--- src/rtl/avr_serial_pkg.sv ---
// Shared types and line levels for the FPGA-to-AVR serial transmit path.
package avr_serial_pkg;

    typedef enum logic [1:0] {IDLE, START, DATA, STOP} tx_state_t;

    localparam int   DATA_BITS = 8;
    localparam logic START_LVL = 1'b0;
    localparam logic STOP_LVL  = 1'b1;
    localparam logic IDLE_LVL  = 1'b1;

endpackage

--- src/rtl/avr_serial_tx_sched_shifter.sv ---
// 8N1 frame serializer: start bit, eight data bits LSB first, stop bit.
import avr_serial_pkg::*;

module uart_tx_shifter #(
    parameter int CLK_PER_BIT = 100
) (
    input  logic       clk,
    input  logic       rst_n,
    input  logic       load,
    input  logic [7:0] data,
    output logic       tx,
    output logic       active,
    output logic       done
);

    localparam int BAUD_W = (CLK_PER_BIT > 1) ? $clog2(CLK_PER_BIT) : 1;
    localparam logic [BAUD_W-1:0] BAUD_LAST = BAUD_W'(CLK_PER_BIT - 1);

    tx_state_t         state;
    logic [BAUD_W-1:0] baud_cnt;
    logic [2:0]        bit_cnt;
    logic [7:0]        shreg;
    logic              bit_end;

    assign bit_end = (baud_cnt == BAUD_LAST);
    // Decoded from state so the parent sees the end of STOP on the same edge
    assign done    = (state == STOP) && bit_end;

    always_ff @(posedge clk or negedge rst_n) begin
        if (!rst_n) begin
            state    <= IDLE;
            baud_cnt <= '0;
            bit_cnt  <= '0;
            tx       <= IDLE_LVL;
            active   <= 1'b0;
        end else begin
            case (state)
                IDLE: begin
                    if (load) begin
                        state    <= START;
                        baud_cnt <= '0;
                        tx       <= START_LVL;
                        active   <= 1'b1;
                    end
                end
                START: begin
                    if (bit_end) begin
                        state    <= DATA;
                        baud_cnt <= '0;
                        bit_cnt  <= '0;
                        tx       <= shreg[0];
                    end else begin
                        baud_cnt <= baud_cnt + BAUD_W'(1);
                    end
                end
                DATA: begin
                    if (bit_end) begin
                        baud_cnt <= '0;
                        if (bit_cnt == 3'(DATA_BITS - 1)) begin
                            state <= STOP;
                            tx    <= STOP_LVL;
                        end else begin
                            bit_cnt <= bit_cnt + 3'd1;
                            tx      <= shreg[0];
                        end
                    end else begin
                        baud_cnt <= baud_cnt + BAUD_W'(1);
                    end
                end
                STOP: begin
                    if (bit_end) begin
                        state  <= IDLE;
                        active <= 1'b0;
                        tx     <= IDLE_LVL;
                    end else begin
                        baud_cnt <= baud_cnt + BAUD_W'(1);
                    end
                end
                default: state <= IDLE;
            endcase
        end
    end

    // Shift register is pure data: always holds the next bit to drive in bit 0
    always_ff @(posedge clk) begin
        if (state == IDLE && load) begin
            shreg <= data;
        end else if (bit_end && (state == START || state == DATA)) begin
            shreg <= shreg >> 1;
        end
    end

endmodule

--- src/rtl/avr_serial_tx_sched.sv ---
// Round-robin, packet-locked scheduler sharing the avr_rx line among N_REQ byte sources.
// Optional AVR_BUSY_SYNC_EN adds a 2-flop synchronizer (reset busy) on avr_rx_busy.
import avr_serial_pkg::*;

module avr_serial_tx_sched #(
    parameter int N_REQ        = 4,
    parameter int CLK_PER_BIT  = 100,
    parameter int LOCK_TIMEOUT = 1024
) (
    input  logic               clk,
    input  logic               rst_n,
    input  logic [N_REQ-1:0]   req_valid,
    input  logic [8*N_REQ-1:0] req_data,
    input  logic [N_REQ-1:0]   req_last,
    output logic [N_REQ-1:0]   req_ready,
    output logic [N_REQ-1:0]   grant,
    input  logic               avr_rx_busy,
    output logic               avr_rx,
    output logic               tx_active
);

    localparam int PTR_W = $clog2(N_REQ);
    localparam int CNT_W = $clog2(LOCK_TIMEOUT + 1);

    logic             busy_eff;
    logic             locked;
    logic             last_pend;
    logic             any_valid;
    logic             load;
    logic             sh_done;
    logic [PTR_W-1:0] owner;
    logic [PTR_W-1:0] rr_ptr;
    logic [PTR_W-1:0] winner;
    logic [PTR_W-1:0] idx;
    logic [CNT_W-1:0] idle_cnt;
    logic [7:0]       load_data;

`ifdef AVR_BUSY_SYNC_EN
    logic busy_s1, busy_s2;

    always_ff @(posedge clk or negedge rst_n) begin
        if (!rst_n) begin
            busy_s1 <= 1'b1;
            busy_s2 <= 1'b1;
        end else begin
            busy_s1 <= avr_rx_busy;
            busy_s2 <= busy_s1;
        end
    end

    assign busy_eff = busy_s2;
`else
    assign busy_eff = avr_rx_busy;
`endif

    assign locked = |grant;

    // First valid requester after the pointer, wrapping at N_REQ
    always_comb begin
        winner    = '0;
        any_valid = 1'b0;
        idx       = rr_ptr;
        for (int k = 0; k < N_REQ; k++) begin
            idx = (idx == PTR_W'(N_REQ - 1)) ? '0 : idx + PTR_W'(1);
            if (req_valid[idx] && !any_valid) begin
                winner    = idx;
                any_valid = 1'b1;
            end
        end
    end

    always_comb begin
        req_ready = '0;
        if (!tx_active && locked && req_valid[owner] && !busy_eff) begin
            req_ready[owner] = 1'b1;
        end
    end

    assign load      = |req_ready;
    assign load_data = req_data[{owner, 3'b000} +: 8];

    always_ff @(posedge clk or negedge rst_n) begin
        if (!rst_n) begin
            grant     <= '0;
            owner     <= '0;
            rr_ptr    <= PTR_W'(N_REQ - 1);
            idle_cnt  <= '0;
            last_pend <= 1'b0;
        end else if (tx_active) begin
            if (sh_done && last_pend) begin
                grant  <= '0;
                rr_ptr <= owner;
            end
        end else if (load) begin
            last_pend <= req_last[owner];
            idle_cnt  <= '0;
        end else if (locked) begin
            // Only an owner that has gone quiet on a free line ages toward release
            if (!req_valid[owner] && !busy_eff) begin
                if (idle_cnt == CNT_W'(LOCK_TIMEOUT - 1)) begin
                    grant    <= '0;
                    rr_ptr   <= owner;
                    idle_cnt <= '0;
                end else begin
                    idle_cnt <= idle_cnt + CNT_W'(1);
                end
            end
        end else if (any_valid) begin
            grant    <= N_REQ'(1) << winner;
            owner    <= winner;
            idle_cnt <= '0;
        end
    end

    uart_tx_shifter #(
        .CLK_PER_BIT(CLK_PER_BIT)
    ) u_shifter (
        .clk    (clk),
        .rst_n  (rst_n),
        .load   (load),
        .data   (load_data),
        .tx     (avr_rx),
        .active (tx_active),
        .done   (sh_done)
    );

endmodule

--- config.mk ---
export PLATFORM = sky130hd
export DESIGN_NAME = avr_serial_tx_sched
export DESIGN_NICKNAME = d
export VERILOG_FILES = /design/src/rtl/avr_serial_pkg.sv /design/src/rtl/avr_serial_tx_sched_shifter.sv /design/src/rtl/avr_serial_tx_sched.sv
export SDC_FILE = /design/constraint.sdc
export NUM_CORES = 1
export LEC_CHECK = 0
export BUFFER_PORTS_ARGS = -buffer_cell sky130_fd_sc_hd__buf_2
export CAP_MARGIN = 30
export CORE_UTILIZATION = 60
export DETAILED_ROUTE_END_ITERATION = 6
export PLACE_DENSITY = 0.88
export SYNTH_ARGS = -nofsm -noshare
export SYNTH_HDL_FRONTEND = slang
export SYNTH_SLANG_ARGS = --single-unit
--- constraint.sdc ---
create_clock -name clk -period 6.8 [get_ports clk]
set_input_delay 1.7 -clock clk [delete_from_list [all_inputs] [get_ports clk]]
set_output_delay 1.7 -clock clk [all_outputs]
set_load 0.05 [all_outputs]
==> impl_metrics.json <==
{
  "cts_root_buf": "clkbuf_8",
  "portBuffers": 52,
  "cts_made_buffers": 5,
  "seqCellArea_um2": 1090,
  "skew_ns": 0.00469,
  "fmax_ghz": 0.210,
  "clock-sinks": 42,
  "fin_util_pct": 70.4,
  "first_pass_iters": 4,
  "clkPwrFrac_pct": 38.1,
  "crit_chain": "buf_2, mux4_2, and3_1, nor3b_1, buf_2",
  "syn_nets": 319,
  "cpPeakStageDelay_ns": 0.49,
  "cellLeakagePower_uw": 0.00130,
  "antenna_found_initial": 0,
  "synth_edf_count": 8,
  "ir_drop_v": 0.000151,
  "cp-end-kind": "output pin",
  "rsz0062_at_grt": "no",
  "p_int_uw": 407,
  "fin_crit_sh_pct": 69.9,
  "multi_input_comb_area_um2": 1510,
  "vias": 2257,
  "synth.distinct_cells": 52,
  "slew_headroom_pct": 39.7,
  "syn_avg_cell_area_um2": 10.2,
  "async_reset_ff_share_pct": 81.0,
  "clock_latency_ns": 0.29,
  "cp.required_ns": 5.10,
  "htreeDepth": 2,
  "ant_nets": 0,
  "report.final.setup_viol": 0,
  "syn_area_um2": 2700,
  "hold_buffers": 0,
  "gp_congestion": 0.865,
  "p_comb_share_pct": 11.7,
  "synth-main-ff-cell": "dfrtp_1",
  "nFillCells": 319,
  "core-area_um2": 4350,
  "fp-row-count": 24,
  "cts.clk_slew.worst_paths_ns": 0.08,
  "worst_path_max_delay_cell": "mux4_2",
  "drv_slew": 0,
  "drt-total-wl_um": 5790,
  "timing_worst_setup_path_type": "in2out",
  "tritoncts": "yes",
  "cp.arrival_ns": 3.05,
  "ys_warn_count": 0,
  "grt_pass1_vias": 2331,
  "die_area_um2": 4780,
  "die_h_um": 69.1,
  "initial_utilization_pct": 62.1,
  "yosysSeqAreaShare_pct": 40.5,
  "die_x_um": 69.1,
  "track_usage_pct": 26.7,
  "status": "completed",
  "switchingPower_uw": 123,
  "tightest_slew_ns": 0.897,
  "path_common_cell": "buf_2",
  "synthCells": 266,
  "finalHoldViolCount": 0,
  "drcViolationCount": 0,
  "vias_per_cell": 6.23,
  "maxCapViolCount": 0,
  "p_per_area_nw_per_um2": 173,
  "cts_setup_buffers": 0,
  "crit_path_start_kind": "primary input",
  "switching_share_pct": 23.2,
  "grt.overflow.total": 0,
  "dp_hpwl_um": 4210,
  "pin_count": 53,
  "ctsResizeCount": 0,
  "grt_max_degree": 35,
  "wl_per_cell_um": 16.0,
  "area_growth_pct": 13.5,
  "cp_max_fo": 10,
  "min_period_ns": 4.75,
  "drive_gt1_share_pct": 29.0,
  "hp-class": "reg2reg",
  "drtIter0Drc": 130,
  "n_antenna_cell": 0,
  "power_frac_seq_pct": 50.2,
  "nets": 363,
  "grt_pass1_wl_um": 10200,
  "ys_ff_latch": 42,
  "tns_ns": 0,
  "clockBufferDepth": 2
}
## layout make-up
class / count / area share [%]
clock buffers: 6 / 2.69
clock inverters: 1 / 0.979
inverters: 6 / 0.734
multi-input cells: 203 / 49.3
flip-flops and latches: 42 / 35.7
well taps: 52 / 2.12
repair buffers: 52 / 8.49
## power by group through the flow
stage	Sequential (µW)	Clock, µW	Combinational, µW
floorplan	271	0	40.3
global placement	271	0	60.3
detailed placement	271	0	62.1
CTS	266	204	62.6
global route	267	215	68.8
finish	266	202	62.3
## sequential cells by signal, indices dropped and copies added, names as in the netlist
name                cells
rr_ptr                  2
u_shifter.bit_cnt       3
u_shifter.active        1
owner                   2
last_pend               1
idle_cnt               11
grant                   4
u_shifter.baud_cnt      7
u_shifter.state         2
u_shifter.shreg         8
u_shifter.tx            1
## synth_stat cells (2+ instances only)
library cell / number / area, µm²
a32o_1: 2 / 20.0
nand2_1: 27 / 101
dfrtp_1: 31 / 776
ha_1: 10 / 125
o221ai_1: 2 / 17.5
buf_1: 2 / 7.51
a22o_1: 4 / 35.0
xnor2_1: 5 / 43.8
o21ai_0: 20 / 100
o21a_1: 3 / 22.5
and3_1: 5 / 31.3
dfstp_2: 3 / 78.8
clkbuf_1: 9 / 33.8
mux4_2: 10 / 225
nor2b_1: 4 / 25.0
nor3_1: 6 / 30.0
inv_1: 6 / 22.5
buf_6: 2 / 22.5
edfxtp_1: 8 / 240
o2bb2ai_1: 4 / 35.0
a21o_1: 3 / 22.5
a31oi_1: 2 / 12.5
mux2i_1: 3 / 30.0
nor4_1: 4 / 25.0
buf_2: 2 / 10.0
nor2_1: 20 / 75.1
nand3_1: 12 / 60.1
mux2_2: 12 / 135
nor3b_1: 3 / 22.5
a21oi_1: 8 / 40.0
o31ai_1: 6 / 45.0
nand2b_1: 5 / 31.3
or4_1: 3 / 22.5
or2_2: 2 / 12.5
## placed cells by master (no fill, tap or decap), types with 2 or more instances in the layout
master / Yosys / routed
clkbuf_8: 0 / 6
mux4_2: 10 / 10
mux2i_1: 3 / 3
nor3b_1: 3 / 3
o221ai_1: 2 / 2
nor3_1: 6 / 6
dfrtp_1: 31 / 31
ha_1: 10 / 10
and3_1: 5 / 5
nor4_1: 4 / 4
edfxtp_1: 8 / 8
mux2_2: 12 / 12
a22o_1: 4 / 4
a31oi_1: 2 / 2
or2_2: 2 / 2
dfstp_2: 3 / 3
or4_1: 3 / 3
buf_2: 2 / 52
nor2b_1: 4 / 4
o2bb2ai_1: 4 / 4
a21o_1: 3 / 3
o31ai_1: 6 / 6
nor2_1: 20 / 20
nand2b_1: 5 / 5
o21a_1: 3 / 3
inv_1: 6 / 6
nand2_1: 27 / 27
o21ai_0: 20 / 20
a21oi_1: 8 / 8
a32o_1: 2 / 2
xnor2_1: 5 / 5
nand3_1: 12 / 12
## metrics by stage
stage / power, µW / setup slack (ns) / area [µm²] / hold WS (ns) / cells
after detailed placement: 333 / 2.05 / 2950 / 0.482 / 355
after global placement: 331 / 2.09 / 2950 / 0.459 / 355
after CTS: 532 / 2.06 / 3070 / 0.473 / 362
after global routing: 551 / 1.95 / 3070 / 0.503 / 362
after floorplan: 311 / 1.33 / 2700 / 0.454 / 266
final: 530 / 2.05 / 3070 / 0.475 / 362
## path summary, 6_finish.rpt
check,startpoint,depth (start not counted),slack (ns),endpoint
worst max register to register,owner[0],4,4.12,u_shifter.shreg[3]
worst min register to register,u_shifter.tx,2,0.48,u_shifter.tx
worst min-delay path,u_shifter.tx,2,0.48,u_shifter.tx
min in group asynchronous,rst_n,1,1.47,u_shifter.bit_cnt[2]
max in group asynchronous,rst_n,1,4.85,grant[1]
worst max-delay path,req_valid[2],5,2.05,req_ready[1]
## layer usage
metal  vias up  global-route usage [%]  share of wire, %  wire (µm)
li1       1085                       -                 -          -
met1      1083                    30.9                41       2380
met2        71                    48.0                52       3030
met3        18                    4.97               4.2        243
met4         0                    11.1               2.4        140
met5         -                       0                 0          0
## cell families after synthesis
kind of cell	synth area share, %
simple gates	18.0
xor+xnor	1.62
fa+ha+maj	4.63
compound gates	16.9
mux	14.9
flops	40.5
buf+inv	3.56
## critical path: cells and delay by family
kind | cells | cell delay, ns
buffers and inverters | 2 | 0.40
muxes | 1 | 0.49
and+or+nand+nor | 2 | 0.45
(Power assumes the default switching activity.)
